[src/rtl/streamer_pkg.sv]
// Shared types and sample encoding for the RAM sample replay stages.
// Samples are 1-bit captures mapped to signed +1 / -1 at the consumer's width.
package streamer_pkg;

  typedef enum logic [1:0] {
    IDLE,
    RUN,
    DRAIN
  } state_t;

  // Truncating either constant to any width >= 2 keeps its signed meaning.
  localparam logic [31:0] SAMPLE_POS = 32'h0000_0001;
  localparam logic [31:0] SAMPLE_NEG = 32'hFFFF_FFFF;

  function automatic logic [31:0] bit_to_sample(input logic b);
    return b ? SAMPLE_POS : SAMPLE_NEG;
  endfunction

endpackage

[src/rtl/stream_skid_fifo.sv]
// Two-entry FIFO used to absorb registered-RAM read latency under backpressure.
// Head data comes straight from storage registers, so dout_o has no path from pop_i.
module stream_skid_fifo #(
  parameter int W = 2
) (
  input  logic         clk,
  input  logic         rst,
  input  logic         push_i,
  input  logic [W-1:0] din_i,
  input  logic         pop_i,
  output logic [W-1:0] dout_o,
  output logic         full_o,
  output logic         empty_o,
  output logic [1:0]   count_o
);

  logic [W-1:0] mem_q [2];
  logic         wr_ptr_q;
  logic         rd_ptr_q;
  logic [1:0]   count_q;
  logic         do_push;
  logic         do_pop;

  assign full_o  = (count_q == 2'd2);
  assign empty_o = (count_q == 2'd0);
  assign count_o = count_q;
  assign dout_o  = mem_q[rd_ptr_q];
  assign do_push = push_i && !full_o;
  assign do_pop  = pop_i && !empty_o;

  always_ff @(posedge clk or posedge rst) begin
    if (rst) begin
      mem_q[0] <= '0;
      mem_q[1] <= '0;
      wr_ptr_q <= 1'b0;
      rd_ptr_q <= 1'b0;
      count_q  <= 2'd0;
    end else begin
      if (do_push) begin
        mem_q[wr_ptr_q] <= din_i;
        wr_ptr_q        <= ~wr_ptr_q;
      end
      if (do_pop) rd_ptr_q <= ~rd_ptr_q;
      case ({do_push, do_pop})
        2'b10:   count_q <= count_q + 2'd1;
        2'b01:   count_q <= count_q - 2'd1;
        default: count_q <= count_q;
      endcase
    end
  end

endmodule

[src/rtl/ram_sample_streamer.sv]
// Replays a 1-bit sample RAM as a backpressured signed +/-1 stream with loop and end-of-pass marker.
// Define STREAMER_STALL_CNT_EN to add the saturating stall_count output.
//
//   state | meaning
//   IDLE  | waiting for start, no reads issued
//   RUN   | issuing reads while FIFO + in-flight has room
//   DRAIN | no new reads; emptying in-flight read and FIFO
module ram_sample_streamer
  import streamer_pkg::*;
#(
  parameter int ADDR_W = 25,
  parameter int DEPTH  = 16000000,
  parameter int OUT_W  = 4
) (
  input  logic              clk,
  input  logic              rst,
  input  logic              start,
  input  logic              stop,
  input  logic              loop_en,
  output logic [ADDR_W-1:0] ram_addr,
  input  logic              ram_data,
  output logic              m_valid,
  input  logic              m_ready,
  output logic [OUT_W-1:0]  m_data,
  output logic              m_last,
  output logic              busy,
  output logic              done,
  output logic [ADDR_W-1:0] sample_count
`ifdef STREAMER_STALL_CNT_EN
  ,
  output logic [31:0]       stall_count
`endif
);

  localparam logic [ADDR_W-1:0] LAST_ADDR = ADDR_W'(DEPTH - 1);

  state_t            state_q, state_d;
  logic [ADDR_W-1:0] ptr_q, ptr_d;
  logic [ADDR_W-1:0] addr_q;
  logic [ADDR_W-1:0] cnt_q;
  logic              inflight_q;
  logic              tag_q;
  logic              eop_q, eop_d;
  logic              issue;
  logic              hs;
  logic              start_ok;
  logic [1:0]        fifo_head;
  logic              fifo_full;
  logic              fifo_empty;
  logic [1:0]        fifo_count;
  logic [2:0]        occ;

  stream_skid_fifo #(.W(2)) u_fifo (
    .clk     (clk),
    .rst     (rst),
    .push_i  (inflight_q),
    .din_i   ({ram_data, tag_q}),
    .pop_i   (hs),
    .dout_o  (fifo_head),
    .full_o  (fifo_full),
    .empty_o (fifo_empty),
    .count_o (fifo_count)
  );

  assign hs       = m_valid && m_ready;
  assign occ      = {1'b0, fifo_count} + {2'b00, inflight_q};
  assign start_ok = (state_q == IDLE) && start && !stop;

  always_comb begin
    state_d = state_q;
    ptr_d   = ptr_q;
    eop_d   = eop_q;
    issue   = 1'b0;
    done    = 1'b0;
    case (state_q)
      IDLE: begin
        if (start_ok) begin
          state_d = RUN;
          ptr_d   = '0;
          eop_d   = 1'b0;
        end
      end
      RUN: begin
        if (stop) begin
          state_d = DRAIN;
        // a same-cycle pop frees the slot the new read will land in
        end else if (hs || (!fifo_full && (occ < 3'd2))) begin
          issue = 1'b1;
          if (ptr_q == LAST_ADDR) begin
            ptr_d = '0;
            if (!loop_en) begin
              state_d = DRAIN;
              eop_d   = 1'b1;
            end
          end else begin
            ptr_d = ptr_q + ADDR_W'(1);
          end
        end
      end
      DRAIN: begin
        if (!inflight_q && fifo_empty) begin
          state_d = IDLE;
          done    = eop_q;
        end
      end
      default: state_d = IDLE;
    endcase
  end

  always_ff @(posedge clk or posedge rst) begin
    if (rst) begin
      state_q    <= IDLE;
      ptr_q      <= '0;
      addr_q     <= '0;
      inflight_q <= 1'b0;
      tag_q      <= 1'b0;
      eop_q      <= 1'b0;
      cnt_q      <= '0;
    end else begin
      state_q    <= state_d;
      ptr_q      <= ptr_d;
      eop_q      <= eop_d;
      inflight_q <= issue;
      tag_q      <= issue && (ptr_q == LAST_ADDR);
      if (issue) addr_q <= ptr_q;
      if (start_ok) cnt_q <= '0;
      else if (hs) cnt_q <= (cnt_q == LAST_ADDR) ? '0 : cnt_q + ADDR_W'(1);
    end
  end

  assign ram_addr     = issue ? ptr_q : addr_q;
  assign m_valid      = !fifo_empty;
  assign m_data       = fifo_empty ? '0 : OUT_W'(bit_to_sample(fifo_head[1]));
  assign m_last       = !fifo_empty && fifo_head[0];
  assign busy         = (state_q != IDLE);
  assign sample_count = cnt_q;

`ifdef STREAMER_STALL_CNT_EN
  logic [31:0] stall_q;

  always_ff @(posedge clk or posedge rst) begin
    if (rst) stall_q <= '0;
    else if (start_ok) stall_q <= '0;
    else if (m_valid && !m_ready && (stall_q != 32'hFFFF_FFFF)) stall_q <= stall_q + 32'd1;
  end

  assign stall_count = stall_q;
`endif

endmodule

[config.mk]
export PLATFORM = sky130hd
export DESIGN_NAME = ram_sample_streamer
export DESIGN_NICKNAME = d
export VERILOG_FILES = /design/src/rtl/streamer_pkg.sv /design/src/rtl/stream_skid_fifo.sv /design/src/rtl/ram_sample_streamer.sv
export SDC_FILE = /design/constraint.sdc
export NUM_CORES = 1
export LEC_CHECK = 0
export ABC_AREA = 1
export BUFFER_PORTS_ARGS = -buffer_cell sky130_fd_sc_hd__clkbuf_2
export CAP_MARGIN = 20
export CORE_UTILIZATION = 52
export CTS_CLUSTER_DIAMETER = 120
export DETAILED_ROUTE_END_ITERATION = 16
export GPL_TIMING_DRIVEN = 0
export PLACE_DENSITY = 0.76
export REMOVE_ABC_BUFFERS = 1
export SKIP_CTS_REPAIR_TIMING = 1
export SLEW_MARGIN = 20
export SYNTH_ARGS = -nofsm -noshare
export SYNTH_HDL_FRONTEND = slang
export SYNTH_SLANG_ARGS = --single-unit
[constraint.sdc]
create_clock -name clk -period 2.2 [get_ports clk]
set_clock_uncertainty 0.1 [all_clocks]
set_input_delay 0 -clock clk [delete_from_list [all_inputs] [get_ports clk]]
set_output_delay 0 -clock clk [all_outputs]
set_load 0.1 [all_outputs]
Word-level counts from Yosys, hierarchy flattened

Index checks and enable logic that the tools add are counted.

Flip-flop bits (word level): 88
Latch bits: 0
Memory bits (writable): 0
Memory bits (read-only): 0
Input port bits: 7
Output and inout bits: 58
Word-level logic and storage cells: 101
Memories: 0

$add $sub $neg: 5
Multipliers: 0
Div/mod/pow operators: 0
Order comparisons: 4
Eq/ne operators: 16
Shift-type cells: 0
Mux-type cells: 36
Bitwise operators: 4
Reduce and logical (&&, ||, !) cells: 24

Operators by type and width:

| cell                                                                    | number |
|---|---|
| 25-bit two-way mux                                                      | 8 |
| 25-bit by 1-bit adder with 25-bit output, second input constant         | 2 |
| 25-bit by 24-bit equality test with 1-bit output, second input constant | 2 |
| 25-bit one-hot mux with 2 select lines                                  | 1 |
| 2-bit two-way mux                                                       | 10 |
| 2-bit inequality test, second input constant                            | 6 |
| 1-bit logical AND                                                       | 10 |
| 1-bit two-way mux                                                       | 10 |
| 3-bit inequality test, second input constant                            | 3 |
| 4-bit two-way mux                                                       | 2 |
| 2-bit nonzero test                                                      | 4 |
| 2-bit equality test, second input constant                              | 3 |
| 2-bit one-hot mux with 3 select lines                                   | 1 |
| 6-bit AND reduction                                                     | 1 |
| 5-bit AND reduction                                                     | 1 |
| 4-bit bitwise mux                                                       | 1 |
| 2-bit by 1-bit equality test with 1-bit output, second input constant   | 2 |
| 2-bit >= comparator, second input constant                              | 2 |
| 1-bit logical NOT                                                       | 4 |
| 2-bit logical NOT                                                       | 2 |
| 1-bit inverter with 2-bit output                                        | 2 |
| 2-bit one-hot mux with 2 select lines                                   | 1 |
| 4-bit AND reduction                                                     | 1 |
| 2-bit by 1-bit adder with 3-bit output                                  | 1 |
| 8 further kinds                                                         | 9 |

Longest topological paths before layout

Depth after elaboration: 8
Depth in mapped cells: 11
Gate-level depth less buffers: 11

Cells and area by module

Synthesis repeated with hierarchy kept, for this count alone.

Cells, all modules: 662
Area total of the unflattened synthesis: 4897.2 um2

By module, submodules not included:

| module              | instances | cells an instance | area an instance (um2) | sequential area each (um2) |
|---|---|---|---|---|
| ram_sample_streamer | 1         | 608               | 4475.5                 | 2001.9 |
| stream_skid_fifo    | 1         | 54                | 421.7                  | 200.2 |

Worst setup path after synthesis

No wires, ideal clock.

Path kind: flip-flop to flip-flop
From: register state_q[1]
To: register addr_q[6]
Library setup time: 0.353 ns
Arrival: 3.261 ns
Path slack: -1.514 ns
Stages on the path, launching flop included: 7
Cell sequence: dfrtp_1 nor2_8 nand2_4 a21oi_4 inv_2 clkbuf_1 o21ai_0

Longest elaborated chain between the ends: 3

RTL lines:

| element                                        | line                       | text |
|---|---|---|
| start, declared                                | ram_sample_streamer.sv:37  | `state_t state_q, state_d;` |
| start signal, assigned                         | ram_sample_streamer.sv:120 | `state_q <= state_d;` |
| 2-bit by 1-bit equality test with 1-bit output | ram_sample_streamer.sv:75  | `case (state_q)` |
| 1-bit two-way mux                              | ram_sample_streamer.sv:75  |  |
| named net issue                                | ram_sample_streamer.sv:44  | `logic issue;` |
| 25-bit two-way mux                             | --                         |  |
| named net ram_addr[6]                          | ram_sample_streamer.sv:20  | `output logic [ADDR_W-1:0] ram_addr,` |
| end signal, assigned                           | ram_sample_streamer.sv:125 | `if (issue) addr_q <= ptr_q;` |
| end, declared                                  | ram_sample_streamer.sv:39  | `logic [ADDR_W-1:0] addr_q;` |

The timed path passes the listed nets, and every way through them passes these cells.
A chain may end at the register's enable or synchronous reset.

Final worst setup path

From: register u_fifo.count_q[0], in the netlist u_fifo.count_o[0]
To: output port ram_addr[22]

Longest elaborated chain between the ends: 8

RTL lines:

| element                                                                     | line                                                 | text |
|---|---|---|
| start, declared                                                             | stream_skid_fifo.sv:20                               | `logic [1:0] count_q;` |
| start signal, assigned                                                      | stream_skid_fifo.sv:45                               | `2'b10: count_q <= count_q + 2'd1;` |
| start signal, assigned                                                      | stream_skid_fifo.sv:46                               | `2'b01: count_q <= count_q - 2'd1;` |
| start signal, assigned                                                      | stream_skid_fifo.sv:47                               | `default: count_q <= count_q;` |
| 2-bit by 1-bit adder with 3-bit output, or another cell as far along        | ram_sample_streamer.sv:66                            | `assign occ = {1'b0, fifo_count} + {2'b00, inflight_q};` |
| 3-bit by 2-bit < comparator with 1-bit output, or another cell as far along | ram_sample_streamer.sv:87                            | `end else if (hs \|\| (!fifo_full && (occ < 3'd2))) begin` |
| 1-bit logical AND, on equally long branches                                 | ram_sample_streamer.sv:87, ram_sample_streamer.sv:65 |  |
| 1-bit logical OR (*)                                                        | ram_sample_streamer.sv:87                            |  |
| 1-bit two-way mux (*)                                                       | ram_sample_streamer.sv:87                            |  |
| 1-bit two-way mux (*)                                                       | ram_sample_streamer.sv:84                            | `if (stop) begin` |
| 1-bit two-way mux (*)                                                       | ram_sample_streamer.sv:75                            |  |
| named net issue                                                             | ram_sample_streamer.sv:44                            |  |
| 25-bit two-way mux (*)                                                      | --                                                   |  |
| end, declared                                                               | ram_sample_streamer.sv:20                            |  |

The timed path passes the listed nets; every way through them passes the cells marked *.

==> out/qor.csv <==
stage;metric;value;unit
pwr;Sw Pwr;3.831;mW
drt;first-pass iteration count of the detailed router;4;
floorplan;Die H;99.07;um
clock_tree;cts bufs inserted;9;
pwr;VDD IR max;0.8520;mV
place;Buffers on Ports;64;
pwr;sw frac;53.36;%
grt;antenna violations before repair;0;
floorplan;Die X;99.07;um
drt;DRT Wirelength;11730;um
critical_path;CP max stage cell;dfrtp_1;
logic_synthesis;simple-gate portion of the synthesized area;35.14;%
logic_synthesis;yosys warns;0;
critical_path;critical path class;register to output port;
drt;drt drc;0;
logic_synthesis;Synth Area in Adders;0.7661;%
finish;nets;720;
drt;Vias/cell;5.326;
floorplan;num rows;35;
drt;via count;4399;
run;Max-Cap Viols;0;
logic_synthesis;post-synthesis mux area share;0;%
pwr;clock power share;16.5;%
critical_path;CP required;2.10;ns
timing;number of setup violations in the final report;0;
logic_synthesis;Post-Syn Instances;635;
logic_synthesis;XOR/XNOR share of the synthesized area;3.039;%
drt;Final ANT Viol Nets;0;
timing;Fmax;0.4679;GHz
clock_tree;cell chosen for the clock root;clkbuf_8;
drt;drt first-iter violations;217;
logic_synthesis;syn avg cell area;7.716;um2
hold_path;Hold WC Path Type;input port to register;
timing;Setup TNS;0;ns
floorplan;Top Ports;65;
critical_path;CP Capture Type;output port;
clock_tree;Clock Tree Buf Depth;2;
timing;Slew headroom;62.14;%
pwr;Comb pwr share;54.1;%
timing;fin crit share;97.15;%
drt;DR WL/cell;14.20;um
finish;share of layout cells above drive strength 1;20.84;%
critical_path;CP peak stage delay;0.44;ns
floorplan;Starting Density;53.28;%
logic_synthesis;main combinational cell family by area after synthesis;simple AND/OR/NAND/NOR gates;
finish;Antenna Cells;0;
pwr;Static Leak;2.804;nW
pwr;Flop pwr share;29.4;%
logic_synthesis;compound-gate portion of the synthesized area;7.074;%
clock_tree;H-tree levels;3;
pwr;PD cells;1183;nW/um2
critical_path;crit path DAT;2.04;ns
critical_path;cell family with most CP delay;buffers and inverters;
logic_synthesis;Yosys top cell area share;44.94;%
timing;fin. max-slew vios;0;
critical_path;Critical Path Fanout Max;24;
floorplan;die area;9815;um2
floorplan;CORE AREA;9196;um2
clock_tree;worst skew pair latency;0.37;ns
timing;Worst Slack Setup Final;0.06263;ns
timing;fin crit period;2.137;ns
finish;Layout fillers;783;
clock_tree;CTS tree;done;
critical_path;crit path launch type;register;
critical_path;CP most frequent cell;nand2_1;
grt;vias in the first global route;4037;
timing;Fin. Hold Viols;2;
logic_synthesis;Cell variety after synth;37;
finish;P&R area growth vs syn;23.90;%
clock_tree;clock slew at reported path FFs;0.09;ns
critical_path;CP Buf/Inv Count;3;
logic_synthesis;Area contributors post-synth;dfrtp_1 (45%), nand2_1 (14%), nor2_1 (7.4%), inv_1 (5.5%), nand3_1 (3.7%);
logic_synthesis;mapped cell area;4900;um2
logic_synthesis;post-synth top area cell;dfrtp_1;
logic_synthesis;sequential fraction of the synthesis area;44.94;%
timing;worst hold margin;-0.02933;ns
clock_tree;# clock sinks;88;
critical_path;crit-path cells;nand2_1, nand2_1, a21oi_4, buf_4, inv_8, nand2_1, nand2_1, buf_4;
run_status;status;complete, but fails checks;
finish;final core occ;66.01;%
grt;gr usage total;23.41;%
grt;largest net degree at the start of global routing;49;
pwr;P_int;3.348;mW
timing;Least-Margin Pin Slew;0.5679;ns
logic_synthesis;#FFs+latches synth;88;
place;hpwl dp;7994;um
grt;first-pass GRT wire length;18260;um
place;pre-CTS WS;-0.1378;ns
grt;global route overflow;0;
run_status;failing checks;negative hold slack;
place;global placer's final weighted congestion;0.9250;
==> path summary, 6_finish.rpt <==
| kind | start | to | slack, ns | depth (start not counted) |
|---|---|---|---|---|
| min reg2reg | u_fifo.mem_q[2]$_DFFE_PP0P_ | u_fifo.mem_q[2]$_DFFE_PP0P_ | 0.39 | 2 |
| max | u_fifo.count_o[0]$_DFFE_PP0P_ | ram_addr[22] | 0.06 | 8 |
| min | loop_en | eop_q$_DFFE_PP0P_ | -0.03 | 6 |
| max in group asynchronous | rst | sample_count[23]$_DFFE_PP0P_ | 1.26 | 4 |
| min in group asynchronous | rst | addr_q[15]$_DFF_PP0_ | 0.12 | 3 |
| max reg2reg | ptr_q[1]$_DFFE_PP0P_ | ptr_q[16]$_DFFE_PP0P_ | 0.10 | 10 |
==> flip-flops by register name, summed over array words and instances, names as in the netlist <==
name,count
ptr_q,25
addr_q,25
inflight_q,1
u_fifo.mem_q,4
u_fifo.rd_ptr_q,1
eop_q,1
u_fifo.wr_ptr_q,1
state_q,2
tag_q,1
sample_count,25
u_fifo.count_o,2
==> per-stage QoR <==
step,instance area (um2),hold slack (ns),std cells,power (mW)
after floorplan,4761,0.05709,621,4.639
after CTS,5455,-0.4051,813,6.605
final,6071,-0.02933,826,7.179
after global routing,6071,-0.003364,826,7.484
after detailed placement,5250,-0.007705,797,5.433
after global placement,5220,0.1547,796,5.364
==> cells in the final DEF (no fill, tap or decap), types with 5 or more instances in the layout <==
master and instances:
buf_4 7, buf_8 11, clkbuf_8 10, xor2_1 15, dfrtp_1 88, dlygate4sd3_1 7, nor2_2 5, inv_1 71
o21ai_4 19, nor3_1 14, nor2_1 96, o21ai_0 16, nand4_1 16, buf_12 12, clkbuf_2 39, nand3_1 36
a21oi_1 12, nor2_4 5, nand2_1 181
==> cells by family (layout without fill, tap and decap cells) <==
family,after synthesis,after routing
AO/OA/AOI/OAI,57,57
XOR/XNOR,17,17
buffers and inverters,93,173
AND/OR/NAND/NOR,377,377
adder cells (fa/ha/maj),3,3
flip-flops,88,88
==> power by group through the flow <==
stage          registers, mW  logic, mW  clock network (mW)
3_5_place_dp            2.13       3.30                   0
5_1_grt                 2.14       4.07                1.28
6_report                2.11       3.88                1.19
4_1_cts                 2.10       3.30                1.20
3_3_place_gp            2.11       3.25                   0
2_1_floorplan           2.52       2.12                   0
==> Yosys cell counts, drive strengths merged <==
cell type  number
a21oi          14
a31oi           1
buf            12
clkbuf          2
dfrtp          88
ha              3
inv            79
nand2         189
nand3          41
nand3b          2
nand4          16
nor2          107
nor3           19
nor3b           1
nor4            1
o21ai          42
or2             1
xnor2           2
xor2           15
==> metal layers <==
layer | GRT usage, % | wire length [um]
met1 | 29.67 | 4997
met2 | 39.11 | 5887
met3 | 3.759 | 482
met4 | 11.65 | 365
met5 | 0 | 0
==> worst min-delay path: cells and delay by family <==
family,cells,cell delay (ns)
AO/OA/AOI/OAI,1,0.07
buffers and inverters,2,0.13
AND/OR/NAND/NOR,3,0.20
==> layout make-up <==
type / count / area, um2 / share of cell area (%)
Multi-Input combinational cell: 454 / 2444 / 40.25
Sequential cell: 88 / 2202 / 36.27
Timing Repair Buffer: 77 / 750.7 / 12.37
Inverter: 79 / 319.1 / 5.256
Tap cell: 111 / 138.9 / 2.288
Clock buffer: 10 / 137.6 / 2.267
Clock inverter: 6 / 67.56 / 1.113
Timing Repair inverter: 1 / 11.26 / 0.1855
(Power assumes the default switching activity.)
